`config.mk`:
```
export PLATFORM = sky130hd
export DESIGN_NAME = shift_result_fifo
export DESIGN_NICKNAME = d
export VERILOG_FILES = /design/src/rtl/shift_pkg.sv /design/src/rtl/sync_fifo_core.sv /design/src/rtl/shift_result_fifo.sv
export SDC_FILE = /design/constraint.sdc
export NUM_CORES = 1
export LEC_CHECK = 0
export CAP_MARGIN = 20
export CORE_MARGIN = 4
export CORE_UTILIZATION = 56
export DETAILED_ROUTE_END_ITERATION = 7
export PLACE_DENSITY_LB_ADDON = 0.08
export SKIP_CTS_REPAIR_TIMING = 1
export SLEW_MARGIN = 15
export SYNTH_ARGS = -nofsm -noshare
export SYNTH_HDL_FRONTEND = slang
export SYNTH_SLANG_ARGS = --single-unit
```
`constraint.sdc`:
```
create_clock -name clk -period 4.3 [get_ports clk]
set_input_delay 0.43 -clock clk [delete_from_list [all_inputs] [get_ports clk]]
set_output_delay 0.43 -clock clk [all_outputs]
set_load 0.005 [all_outputs]
```
`src/rtl/shift_pkg.sv`:
```
// shift_pkg: shared direction type, default entry shape and width helpers for the shift result FIFO.
package shift_pkg;

   typedef enum logic {
      DIR_LEFT  = 1'b0,
      DIR_RIGHT = 1'b1
   } shift_dir_e;

   localparam int N_DEF = 3;

   // Reference entry shape at the default width; modules rebuild it from their own N.
   typedef struct packed {
      logic [2**N_DEF-1:0] data;
      logic [N_DEF-1:0]    amt;
      shift_dir_e          dir;
   } shift_entry_t;

   function automatic int ptr_w(input int depth);
      return (depth > 1) ? $clog2(depth) : 1;
   endfunction

   function automatic int cnt_w(input int depth);
      return $clog2(depth) + 1;
   endfunction

   function automatic int entry_w(input int n);
      return (2**n) + n + 1;
   endfunction

endpackage

```
`src/rtl/sync_fifo_core.sv`:
```
// sync_fifo_core: generic first-word-fall-through FIFO storage with pointers and occupancy count.
module sync_fifo_core
   import shift_pkg::*;
#(
   parameter int WIDTH = 12,
   parameter int DEPTH = 4
) (
   input  logic                      clk,
   input  logic                      reset,
   input  logic                      i_push,
   input  logic                      i_pop,
   input  logic [WIDTH-1:0]          i_data,
   output logic [WIDTH-1:0]          o_data,
   output logic [cnt_w(DEPTH)-1:0]   o_count,
   output logic                      o_full,
   output logic                      o_empty
);

   localparam int PW = ptr_w(DEPTH);
   localparam int CW = cnt_w(DEPTH);
   localparam logic [CW-1:0] FULL = CW'(DEPTH);

   generate
      if (DEPTH < 2 || (DEPTH & (DEPTH - 1)) != 0) begin : g_bad_depth
         $error("sync_fifo_core: DEPTH must be a power of 2 and at least 2");
      end
   endgenerate

   logic [WIDTH-1:0] r_mem [DEPTH];
   logic [PW-1:0]    r_wr_ptr;
   logic [PW-1:0]    r_rd_ptr;
   logic [CW-1:0]    r_count;
   logic             w_push;
   logic             w_pop;

   assign o_full  = r_count == FULL;
   assign o_empty = r_count == '0;
   assign w_push  = i_push && !o_full;
   assign w_pop   = i_pop && !o_empty;
   assign o_count = r_count;
   assign o_data  = o_empty ? '0 : r_mem[r_rd_ptr];

   // Pointers wrap naturally because DEPTH is a power of 2; full/empty come from the count alone.
   always_ff @(posedge clk or posedge reset) begin
      if (reset) begin
         r_wr_ptr <= '0;
         r_rd_ptr <= '0;
         r_count  <= '0;
      end else begin
         if (w_push) r_wr_ptr <= r_wr_ptr + 1'b1;
         if (w_pop) r_rd_ptr <= r_rd_ptr + 1'b1;
         r_count <= r_count + CW'(w_push) - CW'(w_pop);
      end
   end

   always_ff @(posedge clk) begin
      if (w_push) r_mem[r_wr_ptr] <= i_data;
   end

endmodule

```
`src/rtl/shift_result_fifo.sv`:
```
// shift_result_fifo: captures the selected barrel-shifter result into a FIFO and hands it
// to a back-pressured consumer, counting completed pops.
module shift_result_fifo
   import shift_pkg::*;
#(
   parameter int N     = 3,
   parameter int DEPTH = 4,
   parameter int CNT_W = 16
) (
   input  logic                      clk,
   input  logic                      reset,
   input  logic                      in_valid,
   output logic                      in_ready,
   input  logic                      in_dir,
   input  logic [N-1:0]              in_amt,
   input  logic [2**N-1:0]           left_shifted,
   input  logic [2**N-1:0]           right_shifted,
   output logic                      out_valid,
   input  logic                      out_ready,
   output logic [2**N-1:0]           out_data,
   output logic [N-1:0]              out_amt,
   output logic                      out_dir,
   output logic                      out_zero,
   output logic [cnt_w(DEPTH)-1:0]   count,
   output logic [CNT_W-1:0]          op_count
);

   localparam int W = 2**N;

   typedef struct packed {
      logic [W-1:0] data;
      logic [N-1:0] amt;
      shift_dir_e   dir;
   } entry_t;

   entry_t           w_wr_entry;
   entry_t           w_rd_entry;
   logic             w_full;
   logic             w_empty;
   logic             w_pop;
   logic [CNT_W-1:0] r_op_count;

   always_comb begin
      w_wr_entry.dir  = shift_dir_e'(in_dir);
      w_wr_entry.amt  = in_amt;
      w_wr_entry.data = (w_wr_entry.dir == DIR_RIGHT) ? right_shifted : left_shifted;
   end

   sync_fifo_core #(
      .WIDTH($bits(entry_t)),
      .DEPTH(DEPTH)
   ) u_core (
      .clk     (clk),
      .reset   (reset),
      .i_push  (in_valid),
      .i_pop   (out_ready),
      .i_data  (w_wr_entry),
      .o_data  (w_rd_entry),
      .o_count (count),
      .o_full  (w_full),
      .o_empty (w_empty)
   );

   assign in_ready  = !w_full;
   assign out_valid = !w_empty;
   assign w_pop     = out_valid && out_ready;
   assign out_data  = w_rd_entry.data;
   assign out_amt   = w_rd_entry.amt;
   assign out_dir   = w_rd_entry.dir;
   assign out_zero  = out_valid && (w_rd_entry.data == '0);
   assign op_count  = r_op_count;

   always_ff @(posedge clk or posedge reset) begin
      if (reset) r_op_count <= '0;
      else if (w_pop) r_op_count <= r_op_count + 1'b1;
   end

endmodule

```
==> results of run 1 <==
==> cell usage in the layout (no fill, tap or decap), drive strengths merged <==
cell type and count:
nor3 2, xnor2 16, clkdlybuf4s50 57, nand4 3, inv 10, ha 7, nor4 4, or3 1
and2 1, mux4 12, buf 1, mux2 9, nor2b 12, clkbuf 13, nand2 12, nand3 5
edfxtp 48, o31ai 1, fa 1, and3 4, xor2 4, clkinv 3, and4 2, nor2 4
dfrtp 23
==> state kept, by name, summed over array words and instances (netlist names) <==
register         count
u_core.r_rd_ptr      2
op_count            16
u_core.o_count       3
u_core.r_wr_ptr      2
u_core.r_mem        48
==> worst paths after layout <==
kind,to,cells after the start
min,op_count[15],1
min in group asynchronous,op_count[8],2
max,out_zero,5
max reg2reg,u_core.o_count[2],9
max in group asynchronous,u_core.r_wr_ptr[0],2
min reg2reg,op_count[15],1
==> final cells by class <==
type	count	area share (%)
clock buffers	13	3.85
clock inverters	3	0.292
inverters	10	0.972
multi-input cells	100	25.4
flip-flops and latches	71	52.2
well taps	70	2.27
repair buffers	58	15.0
==> kinds of logic after synthesis <==
logic type / after synthesis / share of synthesized area, %
flops: 71 / 65.7
fa+ha+maj: 8 / 3.50
mux: 21 / 12.2
xor+xnor: 20 / 5.70
compound gates: 1 / 0.692
buf+inv: 15 / 2.36
simple gates: 50 / 9.86
==> critical path, cell delays in order (launching register included) <==
cell	delay, ps
dfrtp_1	880
mux4_2	620
nor4_2	330
nand2_1	110
nor4_2	140
clkdlybuf4s50_1	540
==> metrics by stage <==
stage / hold WS, ps / util, %
3_3_place_gp: 461 / 71.1
3_5_place_dp: 466 / 71.1
2_1_floorplan: 432 / -
5_1_grt: 498 / 74.2
4_1_cts: 479 / 74.2
6_report: 476 / 74.2
==> layer usage <==
| metal | track usage (%) | up-vias | wire length (µm) |
|---|---|---|---|
| li1 | - | 817 | - |
| met1 | 23.0 | 891 | 2290 |
| met2 | 30.9 | 42 | 2980 |
| met3 | 4.17 | 4 | 234 |
| met4 | 6.31 | 0 | 37 |
| met5 | 0 | - | 0 |
==> power groups by stage <==
stage                     registers, mW  clock network (mW)  logic [mW]
after floorplan                    1.00                   0       0.524
after global routing               1.08               0.478       0.925
after CTS                          1.06               0.445       0.863
final                              1.06               0.440       0.844
after global placement             1.06                   0       0.827
after detailed placement           1.08                   0       0.859
==> flow_summary_export.csv, run 1 <==
group,metric,value,unit
setup_path,reg2reg_from,"u_core.o_count[1]",
die,die-area,6730,µm²
die,chipWidth,82.1,µm
clock_network,cts-root-buf,"clkbuf_8",
power_and_ir_drop,p_clk_share,18.8,%
sta,rsz0062_at_grt,"no",
clock_network,cts_sinks,71,
yosys,yosysMostFrequentCell,"edfxtp_1",
setup_path,cp-end-kind,"output port",
sta,final_max_slew_viol_count,0,
yosys,synth_nets,218,
power_and_ir_drop,leakage,1.43,nW
power_and_ir_drop,pwr-share-comb,36.0,%
clock_network,cts.htree.levels,3,
sta,slew_headroom,41.8,%
final_layout,syn_to_final_growth,25.7,%
sta,finalCritPeriodShare,78.2,%
power_and_ir_drop,internal_power,1.63,mW
sta,tns,0,ps
min_path,worstHoldPathType,"register to register",
yosys,synth_seq_cells,71,
place,port_buffers,57,
power_and_ir_drop,ir_drop,0.446,mV
place,gp_congestion,0.731,
place,pre_cts_ws,1190,ps
place,placed_cells,309,
yosys,syn_avg_cell_area,16.5,µm²
sta,min_period,3360,ps
yosys,synth_flop_cell,"edfxtp_1",
drt,routed_via_density,5.40,
final_layout,diodes,0,
sta,worst_pin_slew,872,ps
die,fp.coreArea,5200,µm²
yosys,synthTopCellsByCount,"edfxtp_1, dfrtp_1, xnor2_1",
sta,hold_viol,0,
global_route,grt_max_degree,24,
job,cap_violations,0,
setup_path,path_class,"register to output port",
sta,fin_skew,8.55,ps
die,die_h,82.1,µm
power_and_ir_drop,seqPwrFrac,45.2,%
place,dpl.hpwl,3970,µm
power_and_ir_drop,switching_share,30.3,%
final_layout,drive_above_1_share,14.5,%
drt,drt-total-wl,5540,µm
final_layout,fill_cells,339,
min_path,min_from,"op_count[15]",
drt,drtIter0Drc,83,
final_layout,multi_input_area,982,µm²
yosys,netlist-cell-type-count,27,
die,boundaryPins,58,
clock_network,tritoncts,"built",
clock_network,clk_latency,320,ps
die,rows,26,
sta,final.setup.worst_slack,936,ps
drt,route.detailed.drc,0,
final_layout,nets,282,
setup_path,critPathLaunch,"u_core.r_rd_ptr[0]",
clock_network,clockBufferDepth,2,
global_route,overflow,0,
run_status,status,"complete, no violations",
yosys,yosysSeqAreaShare,65.7,%
clock_network,clkSlewWorstSetupHoldPaths,70,ps
drt,drtAntennaViolNets,0,
power_and_ir_drop,powerDensity,606,nW/µm²
yosys,yosys.area.top_type,"edfxtp_1",
yosys,postSynth.asyncResetShare,32.4,%
setup_path,r2r_slack,1860,ps
global_route,grt_first_pass_wirelength,8920,µm
power_and_ir_drop,p_sw,0.709,mW
clock_network,numCtsBuffers,9,
power_and_ir_drop,power,2.34,mW
yosys,yosysWarnings,0,
drt,drt_pass1_iterations,4,
setup_path,critPathArrivalTime,2930,ps
setup_path,worst_ep_required_time,3870,ps
yosys,synth_edf_count,48,
setup_path,critPathLaunchType,"register",
place,post_dp_cell_area,3700,µm²
setup_path,cp_max_fo,14,
final_layout,stdcell_area,3860,µm²
drt,wl_per_cell,17.0,µm
sta,fmax,0.297,GHz
yosys,synth_top_area_share,46.9,%
sta,setup_violations,0,
global_route,grt_use_total,18.2,%
global_route,first_global_vias,1898,
yosys,synth_area,3070,µm²
final_layout,ff_latch_area,2020,µm²
drt,num_vias,1754,
yosys,yosys-top-cells-area,"edfxtp_1, dfrtp_1, mux4_2",
final_layout,final_cells,325,
die,floorplan.initialDensity,59.0,%
yosys,synthCells,186,
global_route,antenna_found_initial,0,
Note: power is estimated with default switching activity, not from simulation.
==> run 2: changes to the inputs <==
--- a/config.mk
+++ b/config.mk
@@ -7,7 +7,7 @@
 export LEC_CHECK = 0
 export CAP_MARGIN = 20
 export CORE_MARGIN = 4
-export CORE_UTILIZATION = 56
+export CORE_UTILIZATION = 52
 export DETAILED_ROUTE_END_ITERATION = 7
 export PLACE_DENSITY_LB_ADDON = 0.08
 export SKIP_CTS_REPAIR_TIMING = 1
==> constraint.sdc (replaced) <==
create_clock -name clk -period 3.5 [get_ports clk]
set_input_delay 0.35 -clock clk [delete_from_list [all_inputs] [get_ports clk]]
set_output_delay 0.35 -clock clk [all_outputs]
set_load 0.005 [all_outputs]
==> run 2 against run 1 <==
Net effect: core utilization is 5.3 points lower; clock power is 18% higher; routed wire length is 2.4% higher; via count is 0.23% lower; flip-flop and latch count stayed put; die area is 6.9% higher; clock-buffer cell count is 3 lower; combinational power is 28% higher; worst hold slack worse by 0.59 ps.
==> flow_summary_export.csv, run 2 (same netlist as run 1, synthesis figures left out) <==
group,metric,value,unit
die,die_h,84.9,µm
die,floorplan.initialDensity,54.8,%
final_layout,diodes,0,
setup_path,cp-end-kind,"output port",
clock_network,cts.htree.levels,3,
die,fp.coreArea,5610,µm²
clock_network,numCtsBuffers,9,
final_layout,utilization,68.9,%
final_layout,final_cell_mix,"clkdlybuf4s50_1, edfxtp_1, dfrtp_1",
die,chipWidth,84.9,µm
final_layout,top_register,"u_core.r_mem",
power_and_ir_drop,power,2.88,mW
place,post_dp_cell_area,3710,µm²
final_layout,stdcell_area,3870,µm²
sta,worst_pin_slew,890,ps
power_and_ir_drop,leakage,1.43,nW
run_status,status,"complete, no violations",
drt,wl_per_cell,17.4,µm
final_layout,drive_above_1_share,15.3,%
final_layout,final_cells,327,
sta,final_max_slew_viol_count,0,
min_path,worstHoldPathType,"register to register",
place,dpl.hpwl,4030,µm
global_route,overflow,0,
power_and_ir_drop,ir_drop,0.501,mV
final_layout,largest_register_ffs,48,
die,boundaryPins,58,
drt,drt_pass1_iterations,4,
die,die-area,7200,µm²
job,cap_violations,0,
final_layout,final_common_cell,"clkdlybuf4s50_1",
sta,setup_violations,0,
final_layout,fill_cells,388,
die,rows,27,
global_route,grt_first_pass_wirelength,9090,µm
power_and_ir_drop,seqPwrFrac,44.3,%
drt,route.detailed.drc,0,
place,gp_congestion,0.791,
clock_network,clockBufferDepth,2,
final_layout,nets,283,
sta,hold_viol,0,
final_layout,syn_to_final_growth,25.9,%
place,placed_cells,312,
sta,fmax,0.340,GHz
clock_network,clk_latency,330,ps
global_route,first_global_vias,1853,
setup_path,path_class,"register to output port",
sta,final.setup.worst_slack,555,ps
clock_network,clkSlewWorstSetupHoldPaths,70,ps
drt,routed_via_density,5.35,
global_route,grt_use_total,16.7,%
drt,drtIter0Drc,58,
setup_path,critPathArrivalTime,2590,ps
setup_path,critPathLaunchType,"register",
place,pre_cts_ws,895,ps
power_and_ir_drop,pwr-share-comb,37.6,%
place,port_buffers,57,
sta,tns,0,ps
power_and_ir_drop,p_clk_share,18.1,%
sta,finalCritPeriodShare,84.1,%
sta,min_period,2940,ps
power_and_ir_drop,p_sw,0.883,mW
drt,drtAntennaViolNets,0,
sta,hold_ws,476,ps
power_and_ir_drop,switching_share,30.7,%
power_and_ir_drop,internal_power,1.99,mW
sta,slew_headroom,40.6,%
global_route,grt_max_degree,24,
sta,rsz0062_at_grt,"no",
sta,fin_skew,8.49,ps
drt,drt-total-wl,5670,µm
setup_path,worst_ep_required_time,3150,ps
clock_network,cts_sinks,71,
drt,num_vias,1750,
global_route,antenna_found_initial,0,
clock_network,tritoncts,"built",
clock_network,cts-root-buf,"clkbuf_8",
setup_path,cp_max_fo,13,
power_and_ir_drop,powerDensity,744,nW/µm²
==> run 2: per-layer routing <==
metal	up-vias	part of all wire, %	global-route usage, %
li1	813	-	-
met1	872	42	20.7
met2	58	51	27.8
met3	7	5.9	4.08
met4	0	1.5	7.77
met5	-	0	0
==> run 2: path summary, 6_finish.rpt <==
check | start | cells after the start | slack [ps] | endpoint
hold reg to reg | op_count[15] | 1 | 480 | op_count[15]
min in group asynchronous | reset | 2 | 510 | op_count[15]
setup / recovery | u_core.r_rd_ptr[1] | 5 | 560 | out_zero
hold / removal | op_count[15] | 1 | 480 | op_count[15]
max in group asynchronous | reset | 2 | 2440 | op_count[0]
setup reg to reg | u_core.o_count[1] | 9 | 1020 | u_core.o_count[2]
==> run 2: final cells by class <==
| cell class | count | area (µm²) | area share [%] |
|---|---|---|---|
| Tap cell | 72 | 90.1 | 2.33 |
| Clock buffer | 10 | 128 | 3.30 |
| Inverter | 10 | 37.5 | 0.971 |
| Clock inverter | 5 | 26.3 | 0.680 |
| Sequential cell | 71 | 2020 | 52.2 |
| Multi-Input combinational cell | 100 | 982 | 25.4 |
| Timing Repair Buffer | 59 | 586 | 15.1 |
==> run 2: worst max-delay path, stage by stage (launching register included) <==
cell,delay (ps)
dfrtp_1,740
mux4_2,430
nor4_2,300
nand2_1,120
nor4_2,150
clkdlybuf4s50_1,540
==> run 2: power groups by stage <==
stage	clock [mW]	combinational [mW]	sequential [mW]
floorplan	0	0.644	1.23
global placement	0	1.06	1.28
detailed placement	0	1.10	1.29
CTS	0.535	1.11	1.28
global route	0.569	1.19	1.30
finish	0.521	1.08	1.27
